--- src/rtl/axi_pkg.sv ---
// Shared AXI4 encodings and types for the write-burst generator.
package axi_pkg;

    typedef logic [7:0] axi_awlen_t;
    typedef logic [1:0] axi_burst_t;
    typedef logic [8:0] burst_len_t;   // beat count of one burst, 1..256

    localparam axi_burst_t AXI_BURST_FIXED = 2'b00;
    localparam axi_burst_t AXI_BURST_INCR  = 2'b01;
    localparam axi_burst_t AXI_BURST_WRAP  = 2'b10;

    localparam logic [2:0] AXI_SIZE_1B   = 3'd0;
    localparam logic [2:0] AXI_SIZE_2B   = 3'd1;
    localparam logic [2:0] AXI_SIZE_4B   = 3'd2;
    localparam logic [2:0] AXI_SIZE_8B   = 3'd3;
    localparam logic [2:0] AXI_SIZE_16B  = 3'd4;
    localparam logic [2:0] AXI_SIZE_32B  = 3'd5;
    localparam logic [2:0] AXI_SIZE_64B  = 3'd6;
    localparam logic [2:0] AXI_SIZE_128B = 3'd7;

    localparam int AXI_4KB_BYTES = 4096;

    typedef enum logic { AW_IDLE, AW_ISSUE } aw_state_e;

endpackage

--- src/rtl/axi_len_fifo.sv ---
// Synchronous FIFO holding issued burst lengths until their W beats complete.
module axi_len_fifo #(
    parameter int WIDTH = 9,
    parameter int DEPTH = 4
) (
    input  logic             clk,
    input  logic             reset_n,
    input  logic             push,
    input  logic [WIDTH-1:0] push_data,
    input  logic             pop,
    output logic [WIDTH-1:0] head,
    output logic             full,
    output logic             empty
);

    localparam int PTR_W = $clog2(DEPTH);
    localparam logic [PTR_W:0] PTR_ONE = 1;

    logic [WIDTH-1:0] mem [DEPTH];
    logic [PTR_W:0]   wr_ptr;
    logic [PTR_W:0]   rd_ptr;
    logic             do_push;
    logic             do_pop;

    // Extra pointer bit distinguishes full from empty when the indices match.
    assign empty   = (wr_ptr == rd_ptr);
    assign full    = (wr_ptr[PTR_W] != rd_ptr[PTR_W]) &&
                     (wr_ptr[PTR_W-1:0] == rd_ptr[PTR_W-1:0]);
    assign do_push = push && !full;
    assign do_pop  = pop && !empty;
    assign head    = mem[rd_ptr[PTR_W-1:0]];

    // NOTE: sequential state uses non-blocking assignments so every register samples pre-edge values.
    always_ff @(posedge clk or negedge reset_n) begin
        if (!reset_n) begin
            wr_ptr <= '0;
            rd_ptr <= '0;
        end else begin
            if (do_push) wr_ptr <= wr_ptr + PTR_ONE;
            if (do_pop)  rd_ptr <= rd_ptr + PTR_ONE;
        end
    end

    // NOTE: storage is not reset; the empty flag keeps stale entries from ever being observed.
    always_ff @(posedge clk) begin
        if (do_push) mem[wr_ptr[PTR_W-1:0]] <= push_data;
    end

endmodule

--- src/rtl/axi_write_burst_gen.sv ---
// Splits a (start address, beat count) command into 4 KB-safe AXI INCR write bursts
// and frames the upstream beat stream with matching wlast.
module axi_write_burst_gen
    import axi_pkg::*;
#(
    parameter int ADDR_WIDTH     = 12,
    parameter int DATA_WIDTH     = 32,
    parameter int MAX_BURST_LEN  = 16,
    parameter int LEN_FIFO_DEPTH = 4
) (
    input  logic                      clk,
    input  logic                      reset_n,
    input  logic [ADDR_WIDTH-1:0]     i_cmd_addr,
    input  logic [ADDR_WIDTH-2:0]     i_cmd_beats,
    input  logic                      i_cmd_valid,
    output logic                      o_cmd_ready,
    output logic [ADDR_WIDTH-1:0]     o_awaddr,
    output logic [7:0]                o_awlen,
    output logic [2:0]                o_awsize,
    output logic [1:0]                o_awburst,
    output logic                      o_awvalid,
    input  logic                      i_awready,
    input  logic [DATA_WIDTH-1:0]     i_wdata,
    input  logic                      i_wvalid,
    output logic                      o_wready,
    output logic [DATA_WIDTH-1:0]     o_wdata,
    output logic [DATA_WIDTH/8-1:0]   o_wstrb,
    output logic                      o_wlast,
    output logic                      o_wvalid,
    input  logic                      i_wready
);

    localparam int         BYTES   = DATA_WIDTH / 8;
    localparam int         BEATS_W = ADDR_WIDTH - 1;
    localparam int         PAGE_W  = (ADDR_WIDTH < 12) ? ADDR_WIDTH : 12;
    localparam logic [2:0] AW_SIZE = 3'($clog2(BYTES));

    aw_state_e           state;
    aw_state_e           state_next;
    logic [ADDR_WIDTH-1:0] addr;
    logic [BEATS_W-1:0]  remaining;
    burst_len_t          burst_len;
    logic [12:0]         beats_to_4k;
    logic                last_burst;
    logic                cmd_fire;
    logic                aw_fire;
    logic                w_fire;
    logic                fifo_full;
    logic                fifo_empty;
    burst_len_t          fifo_head;
    logic [7:0]          beat_cnt;

    assign beats_to_4k = (13'(AXI_4KB_BYTES) - 13'(addr[PAGE_W-1:0])) >> AW_SIZE;

    always_comb begin
        // NOTE: blocking assignments here so each line sees the running minimum from the line above.
        burst_len = burst_len_t'(MAX_BURST_LEN);
        if (32'(beats_to_4k) < 32'(burst_len)) burst_len = burst_len_t'(beats_to_4k);
        if (32'(remaining) < 32'(burst_len))   burst_len = burst_len_t'(remaining);
    end

    assign last_burst = (32'(remaining) == 32'(burst_len));
    assign cmd_fire   = i_cmd_valid && o_cmd_ready;
    assign aw_fire    = o_awvalid && i_awready;

    always_ff @(posedge clk or negedge reset_n) begin
        if (!reset_n) state <= AW_IDLE;
        else          state <= state_next;
    end

    always_comb begin
        // NOTE: every output gets a default first so no path through the case can infer a latch.
        state_next  = state;
        o_cmd_ready = 1'b0;
        o_awvalid   = 1'b0;
        case (state)
            AW_IDLE: begin
                o_cmd_ready = 1'b1;
                if (i_cmd_valid) state_next = AW_ISSUE;
            end
            AW_ISSUE: begin
                o_awvalid = !fifo_full;
                if (!fifo_full && i_awready && last_burst) state_next = AW_IDLE;
            end
            default: state_next = AW_IDLE;
        endcase
    end

    // Address and remaining count only move on a handshake, which keeps AW stable while stalled.
    always_ff @(posedge clk or negedge reset_n) begin
        if (!reset_n) begin
            addr      <= '0;
            remaining <= '0;
        end else if (cmd_fire) begin
            addr      <= i_cmd_addr;
            remaining <= i_cmd_beats;
        end else if (aw_fire) begin
            addr      <= addr + ADDR_WIDTH'(32'(burst_len) << AW_SIZE);
            remaining <= remaining - BEATS_W'(burst_len);
        end
    end

    assign o_awaddr  = (state == AW_ISSUE) ? addr : '0;
    assign o_awlen   = (state == AW_ISSUE) ? axi_awlen_t'(burst_len - 9'd1) : '0;
    assign o_awsize  = AW_SIZE;
    assign o_awburst = AXI_BURST_INCR;

    assign o_wvalid = i_wvalid && !fifo_empty;
    assign o_wready = i_wready && !fifo_empty;
    assign o_wdata  = i_wdata;
    assign o_wstrb  = '1;
    assign o_wlast  = !fifo_empty && (beat_cnt == axi_awlen_t'(fifo_head - 9'd1));
    assign w_fire   = o_wvalid && i_wready;

    always_ff @(posedge clk or negedge reset_n) begin
        if (!reset_n)        beat_cnt <= '0;
        else if (w_fire)     beat_cnt <= o_wlast ? 8'd0 : beat_cnt + 8'd1;
    end

    axi_len_fifo #(
        .WIDTH (9),
        .DEPTH (LEN_FIFO_DEPTH)
    ) u_len_fifo (
        .clk       (clk),
        .reset_n   (reset_n),
        .push      (aw_fire),
        .push_data (burst_len),
        .pop       (w_fire && o_wlast),
        .head      (fifo_head),
        .full      (fifo_full),
        .empty     (fifo_empty)
    );

    a_cmd_beats_nonzero: assert property (@(posedge clk) disable iff (!reset_n)
        cmd_fire |-> (i_cmd_beats != '0));
    a_cmd_addr_aligned: assert property (@(posedge clk) disable iff (!reset_n)
        cmd_fire |-> ((64'(i_cmd_addr) & 64'(BYTES - 1)) == 64'd0));
    a_cmd_span_fits: assert property (@(posedge clk) disable iff (!reset_n)
        cmd_fire |-> ((64'(i_cmd_addr) + (64'(i_cmd_beats) << AW_SIZE)) <= (64'd1 << ADDR_WIDTH)));

endmodule

--- config.mk ---
export PLATFORM = sky130hd
export DESIGN_NAME = axi_write_burst_gen
export DESIGN_NICKNAME = d
export VERILOG_FILES = /design/src/rtl/axi_pkg.sv /design/src/rtl/axi_len_fifo.sv /design/src/rtl/axi_write_burst_gen.sv
export SDC_FILE = /design/constraint.sdc
export NUM_CORES = 1
export LEC_CHECK = 0
export CAP_MARGIN = 20
export CORE_ASPECT_RATIO = 0.5
export CORE_UTILIZATION = 30
export CTS_CLUSTER_DIAMETER = 200
export DETAILED_ROUTE_END_ITERATION = 10
export PLACE_DENSITY = 0.51
export SYNTH_ARGS = -nofsm -noshare
export SYNTH_HDL_FRONTEND = slang
export SYNTH_SLANG_ARGS = --single-unit
export TNS_END_PERCENT = 30
--- constraint.sdc ---
create_clock -name clk -period 10.61 [get_ports clk]
set_clock_uncertainty 0.1 [all_clocks]
set_input_delay 1.5915 -clock clk [delete_from_list [all_inputs] [get_ports clk]]
set_output_delay 1.5915 -clock clk [all_outputs]
set_load 0.03 [all_outputs]
---- Word level (Yosys, flattened, before mapping) ----
Memory sizes are Yosys's and may differ from the RTL's.
Index checks and enable logic that the tools add are counted.
word-level totals
  register bits after elaboration ......... 38
  bits in latches ......................... 0
  bits in writable memories ............... 36
  bits in read-only memories .............. 0
  input bits .............................. 61
  output and inout bits ................... 66
  logic and storage cells ................. 54
  memories ................................ 1
cells by class
  $add $sub $neg .......................... 8
  $mul .................................... 0
  div/mod/pow operators ................... 0
  $lt $le $gt $ge ......................... 2
  eq/ne operators ......................... 5
  shift-type cells ........................ 0
  multiplexer cells ....................... 16
  bitwise operators ....................... 1
  reduce and logical (&&, ||, !) cells .... 15
memories
  memory          words  bits a word  rd ports  clocked after Yosys merged registers in  wr ports  RTL line            text
  u_len_fifo.mem  4      9            1         0                                        1         axi_len_fifo.sv:19  logic [WIDTH-1:0] mem [DEPTH];
operator list
  kind                                                          number
  two-way mux 12 bit                                            3
  two-way mux 11 bit                                            2
  two-way mux 9 bit                                             2
  two-way mux 8 bit                                             2
  subtractor 8 x 1 -> 8 bit (second input constant)             2
  subtractor 13 x 12 -> 13 bit (first input constant)           1
  adder 12 x 11 -> 12 bit                                       1
  logical AND 1 bit                                             12
  == test 11 x 9 -> 1 bit                                       1
  less-than comparator 11 x 5 -> 1 bit (second input constant)  1
  less-than comparator 11 x 9 -> 1 bit                          1
  subtractor 11 x 9 -> 11 bit                                   1
  adder 8 x 1 -> 8 bit (second input constant)                  1
  == test 8 bit                                                 1
  adder 3 x 1 -> 3 bit (second input constant)                  2
  two-way mux 1 bit                                             6
  == test 3 bit                                                 1
  == test 2 bit                                                 1
  logical NOT 1 bit                                             2
  case mux 1 bit (2 select lines)                               1
  nonzero test 2 bit                                            1
  != test 1 bit                                                 1
  NOT 1 bit                                                     1

---- Longest topological paths before layout ----
Gate-level depths: netlist of the first run.
  word-level depth ........................ 9
  depth in mapped cells ................... 28
  depth with buffers taken out ............ 24

---- Cells and area by module ----
A second synthesis of the first run with hierarchy kept.
second synthesis, totals
  cell total of the unflattened synthesis .. 583
  area total of the unflattened synthesis .. 5421.4 sq um
by module, submodules not included
  module               instances  cells an instance  area each (sq um)  seq. area each (sq um)
  axi_write_burst_gen  1          487                3648.5             800.8
  axi_len_fifo         1          96                 1773.0             1231.2

---- Worst setup path before layout of the first run ----
OpenSTA, ideal clock, no wires.
  path type ............................... register -> output
  from .................................... register addr[3]
  to ...................................... output o_awlen[7]
  arrival time ............................ 4.191 ns
  required time ........................... 8.918 ns
  path slack .............................. 4.728 ns
  cell stages (with the launch flop) ...... 19
  buffers on the path ..................... 4
  cells stage by stage .................... dfrtp_1 -> or4_4 -> or2_0 -> buf_2 -> xor2_1 -> and2_1 -> buf_2 -> clkinv_2 -> ha_1 -> nand4bb_1 -> o21ai_0 -> a221oi_2 -> and2_1 -> buf_6 -> clkbuf_1 -> a22oi_1 -> nor4_1 -> xnor2_1 -> nor2_1
on the way
  word-level cells in the longest chain between the ends .. 7
RTL lines
  item                                  RTL line                    text
  start: declaration                    axi_write_burst_gen.sv:40   logic [ADDR_WIDTH-1:0] addr;
  start signal: assignment              axi_write_burst_gen.sv:95   addr <= i_cmd_addr;
  start signal: assignment              axi_write_burst_gen.sv:98   addr <= addr + ADDR_WIDTH'(32'(burst_len) << AW_SIZE);
  subtractor 13 x 12 -> 13 bit *        axi_write_burst_gen.sv:53   assign beats_to_4k = (13'(AXI_4KB_BYTES) - 13'(addr[PAGE_W-1:0])) >> AW_SIZE;
  less-than comparator 11 x 5 -> 1 bit  axi_write_burst_gen.sv:58   if (32'(beats_to_4k) < 32'(burst_len)) burst_len = burst_len_t'(beats_to_4k);
  two-way mux 9 bit *                   axi_write_burst_gen.sv:58
  less-than comparator 11 x 9 -> 1 bit  axi_write_burst_gen.sv:59   if (32'(remaining) < 32'(burst_len)) burst_len = burst_len_t'(remaining);
  two-way mux 9 bit *                   axi_write_burst_gen.sv:59
  subtractor 8 x 1 -> 8 bit *           axi_write_burst_gen.sv:104  assign o_awlen = (state == AW_ISSUE) ? axi_awlen_t'(burst_len - 9'd1) : '0;
  two-way mux 8 bit *                   axi_write_burst_gen.sv:104
  end: declaration                      axi_write_burst_gen.sv:18   output logic [7:0] o_awlen,
Every way passes the cells marked *; elsewhere a longest branch is shown, timed or not.

---- Final worst setup path of the first run ----
  from .................................... register addr[2]
  to ...................................... output o_awlen[7]
Same word-level chain as after synthesis.

==> results of run 1 <==
cells in the mapped netlist, types with 2 or more instances:
cell      count
o21ai_1       5
or3_1         2
nor2b_1       5
buf_2         6
mux4_2        8
and2_1       19
inv_1        20
a22oi_1       2
a31oi_1       9
o211ai_1      2
nand2_1      65
conb_1        2
o21ai_0      44
a21oi_1      33
and3_1       10
buf_4        42
o2111a_1      2
xnor2_1      20
o31ai_1       6
a21o_1        5
mux2i_1       2
nand4b_1      2
nand2b_1      4
ha_1         28
buf_6         2
a211oi_1      3
dfrtp_1      38
clkbuf_1     21
o211ai_2      3
nand4_1       5
a21boi_0      2
maj3_2        2
edfxtp_1     32
nor2_1       38
buf_1         2
xor2_1       17
nand3_1      15
o41ai_1       2
nor4_1        6
nor3_2        2
nor3_1       14
per-stage QoR:
stage | area (sq um) | instances | hold slack [ns] | utilization
finish | 6000 | 820 | 0.383 | 0.357
global route | 6000 | 820 | 0.419 | 0.357
CTS | 6000 | 820 | 0.387 | 0.357
detailed placement | 5720 | 804 | 0.376 | 0.340
global placement | 5720 | 804 | 0.375 | 0.340
floorplan | 5330 | 593 | 0.360 | -
path summary, 6_finish.rpt:
| path | endpoint | slack [ns] | cells after the start |
|---|---|---|---|
| max | o_awlen[7] | 3.25 | 16 |
| min | u_len_fifo.wr_ptr[2] | 0.38 | 1 |
| max reg2reg | remaining[10] | 4.34 | 23 |
| min reg2reg | u_len_fifo.wr_ptr[2] | 0.38 | 1 |
| max in group asynchronous | beat_cnt[7] | 8.53 | 1 |
| min in group asynchronous | addr[9] | 1.30 | 1 |
state kept, by name, summed over array words and instances (netlist names):
| name | flops |
|---|---|
| addr | 12 |
| beat_cnt | 8 |
| remaining | 11 |
| state | 1 |
| u_len_fifo.mem | 32 |
| u_len_fifo.rd_ptr | 3 |
| u_len_fifo.wr_ptr | 3 |
area by class of cell:
cell class | instances | area [sq um] | share of cell area
tap | 227 | 284 | 0.0473
clock buffer | 12 | 236 | 0.0394
timing repair buffer | 57 | 556 | 0.0926
inverter | 23 | 87.6 | 0.0146
clock inverter | 4 | 48.8 | 0.00813
multi-input combinational | 427 | 2880 | 0.479
sequential | 70 | 1910 | 0.319
kinds of logic after synthesis:
family	count (synthesis)	share of synthesized area
AND/OR/NAND/NOR	199	0.189
AO/OA/AOI/OAI	134	0.165
buffers and inverters	96	0.102
flip-flops	70	0.362
XOR/XNOR	37	0.0613
adder cells (fa/ha/maj)	31	0.0743
multiplexers	13	0.0450
other	2	0.00142
per-layer routing:
metal  wire length (um)  global-route usage
met1               6610               0.201
met2               5840               0.248
met3                576              0.0317
met4                366              0.0766
met5                  0                   0
power groups by stage:
stage / Sequential (mW) / Clock (mW) / Combinational [mW]
6_report: 0.483 / 0.299 / 0.731
5_1_grt: 0.500 / 0.315 / 0.814
4_1_cts: 0.484 / 0.307 / 0.734
3_5_place_dp: 0.489 / 0 / 0.730
3_3_place_gp: 0.487 / 0 / 0.729
2_1_floorplan: 0.426 / 0 / 0.597
critical path, delay by kind of cell (launching register included):
family / cells / cell delay (ns)
DFF: 1 / 0.45
AOI/OAI and AO/OA: 3 / 0.76
adders and majority gates: 1 / 0.31
buffers and inverters: 2 / 0.89
and+or+nand+nor: 8 / 2.67
xor gates and xnor gates: 2 / 0.26
==> flow_summary.toml, run 1 <==
[routing]
drt_iter0_drc = 302
routedWlPerCell_um = 16.3
drcViolationCount = 0
viasPerCell = 5.09
finalWirelength_um = 13400
vias = 4177
final_antenna_net_count = 0
firstDrtPassIters = 5

[timing]
worst_pin_slew_ns = 0.929
hold_violations = 0
slew_headroom = 0.380
fin_ws_ns = 3.25
setup_violations = 0
period_share = 0.694
fin_tns_setup_ns = 0
finalCriticalPeriod_ns = 7.36
timing.fmax_mhz = 136
rsz0062_at_grt = "false"
slew_viol_final = 0

[clock_network]
cts_tree = "yes"
h-tree-depth = 3
cts_hold_buf = 0
insertion_delay_ns = 0.33
clk_pin_slew_ns = 0.06
cts_buffers = 9
cts_num_sinks = 70
cts_buffer_depth = 2
post_cts_buffers = 0
cts_resized = 0
cts-root-buf = "clkbuf_16"

[outcome]
status = "completed"

[critical_path]
crit_path_start_kind = "flip-flop"
crit_path_max_fanout = 20
cp-end-kind = "output port"
cp-startpoint = "addr[2]"
r2r_start = "addr[2]"
cp_slowest_cell = "clkdlybuf4s50_1"
path_cells = "or4_4 -> or2_0 -> xor2_1 -> and2_1 -> clkinv_2 -> ha_1 -> nand4bb_1 -> o21ai_0 -> a221oi_2 -> nand2_1 -> nor2_1 -> a21oi_1 -> nor4_1 -> xnor2_1 -> nor2_1 -> clkdlybuf4s50_1"
cpMostUsedCell = "nor2_1"
crit_required_ns = 8.92
slowest_delay_ns = 0.68
crit_type = "reg -> out"
cp.arrival_ns = 5.67

[synth]
synth_cell_type_count = 76
syn-cell-area_sq_um = 5290
synth_top_area_frac = 0.182
synth_edf_count = 32
yosysWarnings = 0
synth_area_leaders = "edfxtp_1, dfrtp_1, ha_1, buf_4, nand2_1"
syn_avg_cell_area_sq_um = 9.08
ys_seq_area_frac = 0.362
postSynthCellCount = 582
async_flop_share = 0.543
yosysTopAreaCell = "edfxtp_1"
synth-main-ff-cell = "dfrtp_1"
ys_ff_latch = 70

[power]
p_int_mw = 0.864
p_total_mw = 1.51
p_switching_mw = 0.649
clkPwrFrac = 0.198
p_leak_nw = 2.37
ir_drop_v = 0.0000879
combPwrFrac = 0.483
switching_share = 0.429
pwr-share-seq = 0.319
p_per_area_nw_per_um2 = 252

[layout]
final_common_cell = "nand2_1"
fillCellCount = 1734
drive_gt1_frac = 0.0826
diodes = 0
area_growth_pct = 13.5
final_cell_mix = "nand2_1, clkdlybuf4s50_1, o21ai_0, nor2_1, dfrtp_1"
final_nets = 678

[global_route]
grt_pass1_wl_um = 21700
grt_overflow = 0
grt.total_usage = 0.155
grt_max_degree = 39
grt_pass1_vias = 4128
antenna_found_initial = 0

[floorplan]
num_rows = 33
start_util = 0.315
die_h_um = 95.9
die_w_um = 190
die_area_sq_um = 18200
io_pins = 127
core_sq_um = 16800

[placed_design]
dp_hpwl_um = 9820
io_buffers = 53
place_congestion = 0.888
post-place-ws_ns = 3.68

[min_path]
hold_class = "reg -> reg"
hold_start = "u_len_fifo.wr_ptr[2]"

[flow_run]
cap_violations = 0
(Power assumes the default switching activity.)
==> run 2: changes to the inputs <==
--- a/config.mk
+++ b/config.mk
@@ -10,7 +10,7 @@
 export CORE_UTILIZATION = 30
 export CTS_CLUSTER_DIAMETER = 200
 export DETAILED_ROUTE_END_ITERATION = 10
-export PLACE_DENSITY = 0.51
+export PLACE_DENSITY = 0.53
 export SYNTH_ARGS = -nofsm -noshare
 export SYNTH_HDL_FRONTEND = slang
 export SYNTH_SLANG_ARGS = --single-unit
==> constraint.sdc (replaced) <==
create_clock -name clk -period 5.9 [get_ports clk]
set_clock_uncertainty 0.1 [all_clocks]
set_input_delay 0.885 -clock clk [delete_from_list [all_inputs] [get_ports clk]]
set_output_delay 0.885 -clock clk [all_outputs]
set_load 0.03 [all_outputs]
==> run 2 against run 1 <==
  * Routed wire length rose by 2.8%
  * Critical path depth rose by 2
  * Sequential cell count did not move
  * Non-clock buffer count rose by 7
  * Highest routed layer unchanged
==> flow_summary.toml, run 2 (same netlist as run 1, synthesis figures left out) <==
[outcome]
status = "completed"

[routing]
firstDrtPassIters = 5
drcViolationCount = 0
viasPerCell = 5.13
drt_iter0_drc = 246
vias = 4242
final_antenna_net_count = 0
routedWlPerCell_um = 16.6
finalWirelength_um = 13800

[power]
p_per_area_nw_per_um2 = 456
p_switching_mw = 1.18
p_leak_nw = 2.43
p_total_mw = 2.77
p_int_mw = 1.60
ir_drop_v = 0.000222
clkPwrFrac = 0.211
pwr-share-seq = 0.313
combPwrFrac = 0.476
switching_share = 0.425

[critical_path]
crit_path_max_fanout = 15
critPathBufInv = 4
path_cells = "or4_4 -> or2_0 -> xor2_1 -> and2_2 -> clkinv_2 -> ha_1 -> nand4bb_1 -> o21ai_0 -> a221oi_2 -> buf_4 -> nand2_1 -> buf_4 -> nor2_1 -> a21oi_2 -> nor4_1 -> xnor2_1 -> nor2_1 -> buf_4"
crit_required_ns = 4.91
cp.arrival_ns = 4.53
cp_slowest_cell = "or4_4"
slowest_delay_ns = 0.56
crit_family = "simple AND/OR/NAND/NOR gates"
crit_type = "reg -> out"
cp-end-kind = "output port"
cpMostUsedCell = "buf_4"
crit_path_start_kind = "flip-flop"

[global_route]
grt_max_degree = 39
antenna_found_initial = 0
grt_pass1_wl_um = 22500
grt_pass1_vias = 4176
grt.total_usage = 0.161
grt_overflow = 0

[placed_design]
post-place-ws_ns = 0.207
dp_hpwl_um = 10100
place_congestion = 0.906
io_buffers = 53

[timing]
rsz0062_at_grt = "false"
finalCriticalPeriod_ns = 5.51
hold_violations = 0
slew_viol_final = 0
period_share = 0.934
setup_violations = 0
timing.fmax_mhz = 181
slew_headroom = 0.350
fin_tns_setup_ns = 0
fin_ws_ns = 0.388
worst_pin_slew_ns = 0.975

[floorplan]
die_area_sq_um = 18200
die_w_um = 190
start_util = 0.315
die_h_um = 95.9
num_rows = 33
core_sq_um = 16800
io_pins = 127

[layout]
final_cell_mix = "nand2_1, clkdlybuf4s50_1, o21ai_0, nor2_1, dfrtp_1"
area_growth_pct = 15.0
final_common_cell = "nand2_1"
post-route-util = 0.362
diodes = 0
drive_gt1_frac = 0.105
final_nets = 685
largest_reg_flops = 32

[flow_run]
cap_violations = 0

[clock_network]
cts_num_sinks = 70
clk_pin_slew_ns = 0.06
cts_buffer_depth = 2
h-tree-depth = 3
insertion_delay_ns = 0.34
cts_tree = "yes"
cts_hold_buf = 0
cts-root-buf = "clkbuf_16"
cts_buffers = 9

[min_path]
hold_class = "reg -> reg"
run 2: power groups by stage:
stage	clock network, mW	registers (mW)	logic [mW]
2_1_floorplan	0	0.767	1.07
3_3_place_gp	0	0.877	1.30
3_5_place_dp	0	0.879	1.31
4_1_cts	0.596	0.871	1.32
5_1_grt	0.615	0.899	1.47
6_report	0.584	0.869	1.32
run 2: worst paths after layout:
check | slack (ns) | to | startpoint | cells after the start
max in group asynchronous | 4.49 | beat_cnt[4] | reset_n | 1
max | 0.39 | o_awlen[7] | addr[2] | 18
max reg2reg | 0.49 | remaining[4] | addr[2] | 24
min reg2reg | 0.39 | u_len_fifo.wr_ptr[2] | u_len_fifo.wr_ptr[2] | 1
min in group asynchronous | 0.61 | addr[9] | reset_n | 1
min | 0.39 | u_len_fifo.wr_ptr[2] | u_len_fifo.wr_ptr[2] | 1
run 2: cell type report:
class                           instances  area, sq um
Fill cell                            1724        10700
Clock inverter                          7         88.8
Multi-Input combinational cell        427         2880
Inverter                               23         87.6
Timing Repair Buffer                   64          598
Sequential cell                        70         1910
Tap cell                              227          284
Clock buffer                            9          225
run 2: through the flow:
step / instance area [sq um] / std cells / hold slack, ns
after global routing: 6080 / 827 / 0.413
after detailed placement: 5750 / 810 / 0.385
after floorplan: 5330 / 593 / 0.360
after global placement: 5750 / 810 / 0.377
after CTS: 6070 / 826 / 0.395
final: 6080 / 827 / 0.388
run 2: timing repair:
item / 4_1_cts / 5_1_grt
pin swaps: 0 / 1
setup buffers: 0 / 1
endpoints found under the setup margin: 2 / 16
gates resized for setup: 1 / 3
run 2: routing by layer:
layer  vias to the layer above  wire, um  track usage
li1                       2048         -            -
met1                      2053      6590        0.208
met2                       121      6320        0.274
met3                        20       635       0.0339
met4                         0       214       0.0457
met5                         -         0            0
==> run 3: changes to the inputs <==
--- a/config.mk
+++ b/config.mk
@@ -10,7 +10,7 @@
 export CORE_UTILIZATION = 30
 export CTS_CLUSTER_DIAMETER = 200
 export DETAILED_ROUTE_END_ITERATION = 10
-export PLACE_DENSITY = 0.53
+export PLACE_DENSITY = 0.51
 export SYNTH_ARGS = -nofsm -noshare
 export SYNTH_HDL_FRONTEND = slang
 export SYNTH_SLANG_ARGS = --single-unit
==> constraint.sdc (replaced) <==
create_clock -name clk -period 6.93 [get_ports clk]
set_clock_uncertainty 0.1 [all_clocks]
set_input_delay 1.0395 -clock clk [delete_from_list [all_inputs] [get_ports clk]]
set_output_delay 1.0395 -clock clk [all_outputs]
set_load 0.03 [all_outputs]
==> run 3 against run 2 <==
  * Register-to-register slack better by 0.52 ns
  * Utilization shrank 0.19 points
  * Die area unchanged
  * Combinational power shrank 15%
  * Hold slack barely moved
  * Cell area shrank 0.51%
  * Power shrank 15%
  * Final cell count shrank 0.60%
  * Critical endpoint unchanged
  * Largest cell class unchanged
==> flow_summary.toml, run 3 (same netlist as run 1, synthesis figures left out) <==
[critical_path]
cp_slowest_cell = "clkdlybuf4s50_1"
cp.arrival_ns = 5.20
cp-end-kind = "output port"
crit_path_max_fanout = 8
crit_type = "reg -> out"
crit_path_start_kind = "flip-flop"
cpMostUsedCell = "nor2_1"
path_cells = "or4_4 -> or2_0 -> xor2_1 -> and2_1 -> clkinv_2 -> ha_1 -> nand4bb_1 -> o21ai_0 -> a221oi_2 -> nand2_1 -> nor2_1 -> a21oi_1 -> nor4_1 -> xnor2_1 -> nor2_1 -> clkdlybuf4s50_1"
crit_required_ns = 5.79
slowest_delay_ns = 0.68

[layout]
fillCellCount = 1729
area_growth_pct = 14.4
multiInputGateArea_sq_um = 2880
drive_gt1_frac = 0.0908
final_nets = 680
regArea_sq_um = 1910
final_common_cell = "nand2_1"
diodes = 0
largest_reg_flops = 32
final_cell_mix = "nand2_1, clkdlybuf4s50_1, o21ai_0, nor2_1, dfrtp_1"
instances_no_fill = 822
final_area_sq_um = 6050

[timing]
hold_violations = 0
worst_pin_slew_ns = 0.904
timing.fmax_mhz = 158
finalCriticalPeriod_ns = 6.34
fin_tns_setup_ns = 0
slew_headroom = 0.397
setup_violations = 0
period_share = 0.915
rsz0062_at_grt = "false"
hold_ws_ns = 0.388
slew_viol_final = 0

[clock_network]
cts-root-buf = "clkbuf_16"
cts_buffers = 9
cts_resized = 0
cts_num_sinks = 70
h-tree-depth = 3
clk_pin_slew_ns = 0.06
cts_tree = "yes"
insertion_delay_ns = 0.34
cts_buffer_depth = 2
cts_hold_buf = 0
post_cts_buffers = 0

[power]
p_per_area_nw_per_um2 = 390
pwr-share-seq = 0.316
combPwrFrac = 0.476
p_switching_mw = 1.01
p_int_mw = 1.35
ir_drop_v = 0.000147
p_leak_nw = 2.39
p_total_mw = 2.36
clkPwrFrac = 0.208
switching_share = 0.429

[floorplan]
num_rows = 33
die_area_sq_um = 18200
die_h_um = 95.9
die_w_um = 190
core_sq_um = 16800
io_pins = 127
start_util = 0.315

[routing]
final_antenna_net_count = 0
routedWlPerCell_um = 16.6
firstDrtPassIters = 5
viasPerCell = 5.14
drt_iter0_drc = 248
vias = 4229
drcViolationCount = 0
finalWirelength_um = 13700

[placed_design]
place_congestion = 0.891
placed_area_sq_um = 5730
io_buffers = 53
dp_hpwl_um = 10200
placedCellCount = 806

[global_route]
grt_overflow = 0
antenna_found_initial = 0
grt_pass1_wl_um = 22300
grt_pass1_vias = 4231
grt_max_degree = 39
grt.total_usage = 0.160

[outcome]
status = "completed"

[min_path]
hold_class = "reg -> reg"

[flow_run]
cap_violations = 0
## run 3: layer usage
layer | vias up | track usage | routed length (um)
met5 | - | 0 | 0
met4 | 0 | 0.0618 | 350
met3 | 39 | 0.0390 | 694
met2 | 117 | 0.264 | 6100
met1 | 2028 | 0.203 | 6510
li1 | 2045 | - | -
## run 3: per-stage QoR
step | setup slack, ns | util
2_1_floorplan | 1.42 | -
3_3_place_gp | 1.08 | 0.341
3_5_place_dp | 0.955 | 0.341
4_1_cts | 0.573 | 0.360
5_1_grt | 0.0724 | 0.360
6_report | 0.590 | 0.360
## run 3: worst max-delay path, delay by kind of cell, from the launching register on
kind | cells | cell delay, ns
AOI/OAI and AO/OA | 3 | 0.71
xor gates and xnor gates | 2 | 0.26
adders and majority gates | 1 | 0.32
buffers and inverters | 2 | 0.89
DFF | 1 | 0.44
and+or+nand+nor | 8 | 2.24
## run 3: final cells by class
cell class	instances	share of cell area
timing repair buffer	59	0.0944
clock inverter	6	0.0110
sequential	70	0.316
tap	227	0.0470
inverter	23	0.0145
clock buffer	10	0.0414
multi-input combinational	427	0.476
## run 3: power groups by stage
stage,logic [mW],clock network (mW),registers [mW]
after floorplan,0.915,0,0.653
after global placement,1.12,0,0.751
after detailed placement,1.12,0,0.754
after CTS,1.13,0.500,0.746
after global routing,1.26,0.515,0.767
final,1.12,0.490,0.746
## run 3: final timing paths
| check | startpoint | endpoint | slack [ns] | cells after the start |
|---|---|---|---|---|
| min in group asynchronous | reset_n | remaining[0] | 0.73 | 1 |
| worst max register to register | addr[2] | addr[10] | 1.01 | 24 |
| worst min-delay path | u_len_fifo.wr_ptr[2] | u_len_fifo.wr_ptr[2] | 0.39 | 1 |
| worst max-delay path | addr[2] | o_awlen[7] | 0.59 | 16 |
| max in group asynchronous | reset_n | remaining[2] | 5.43 | 1 |
| worst min register to register | u_len_fifo.wr_ptr[2] | u_len_fifo.wr_ptr[2] | 0.39 | 1 |
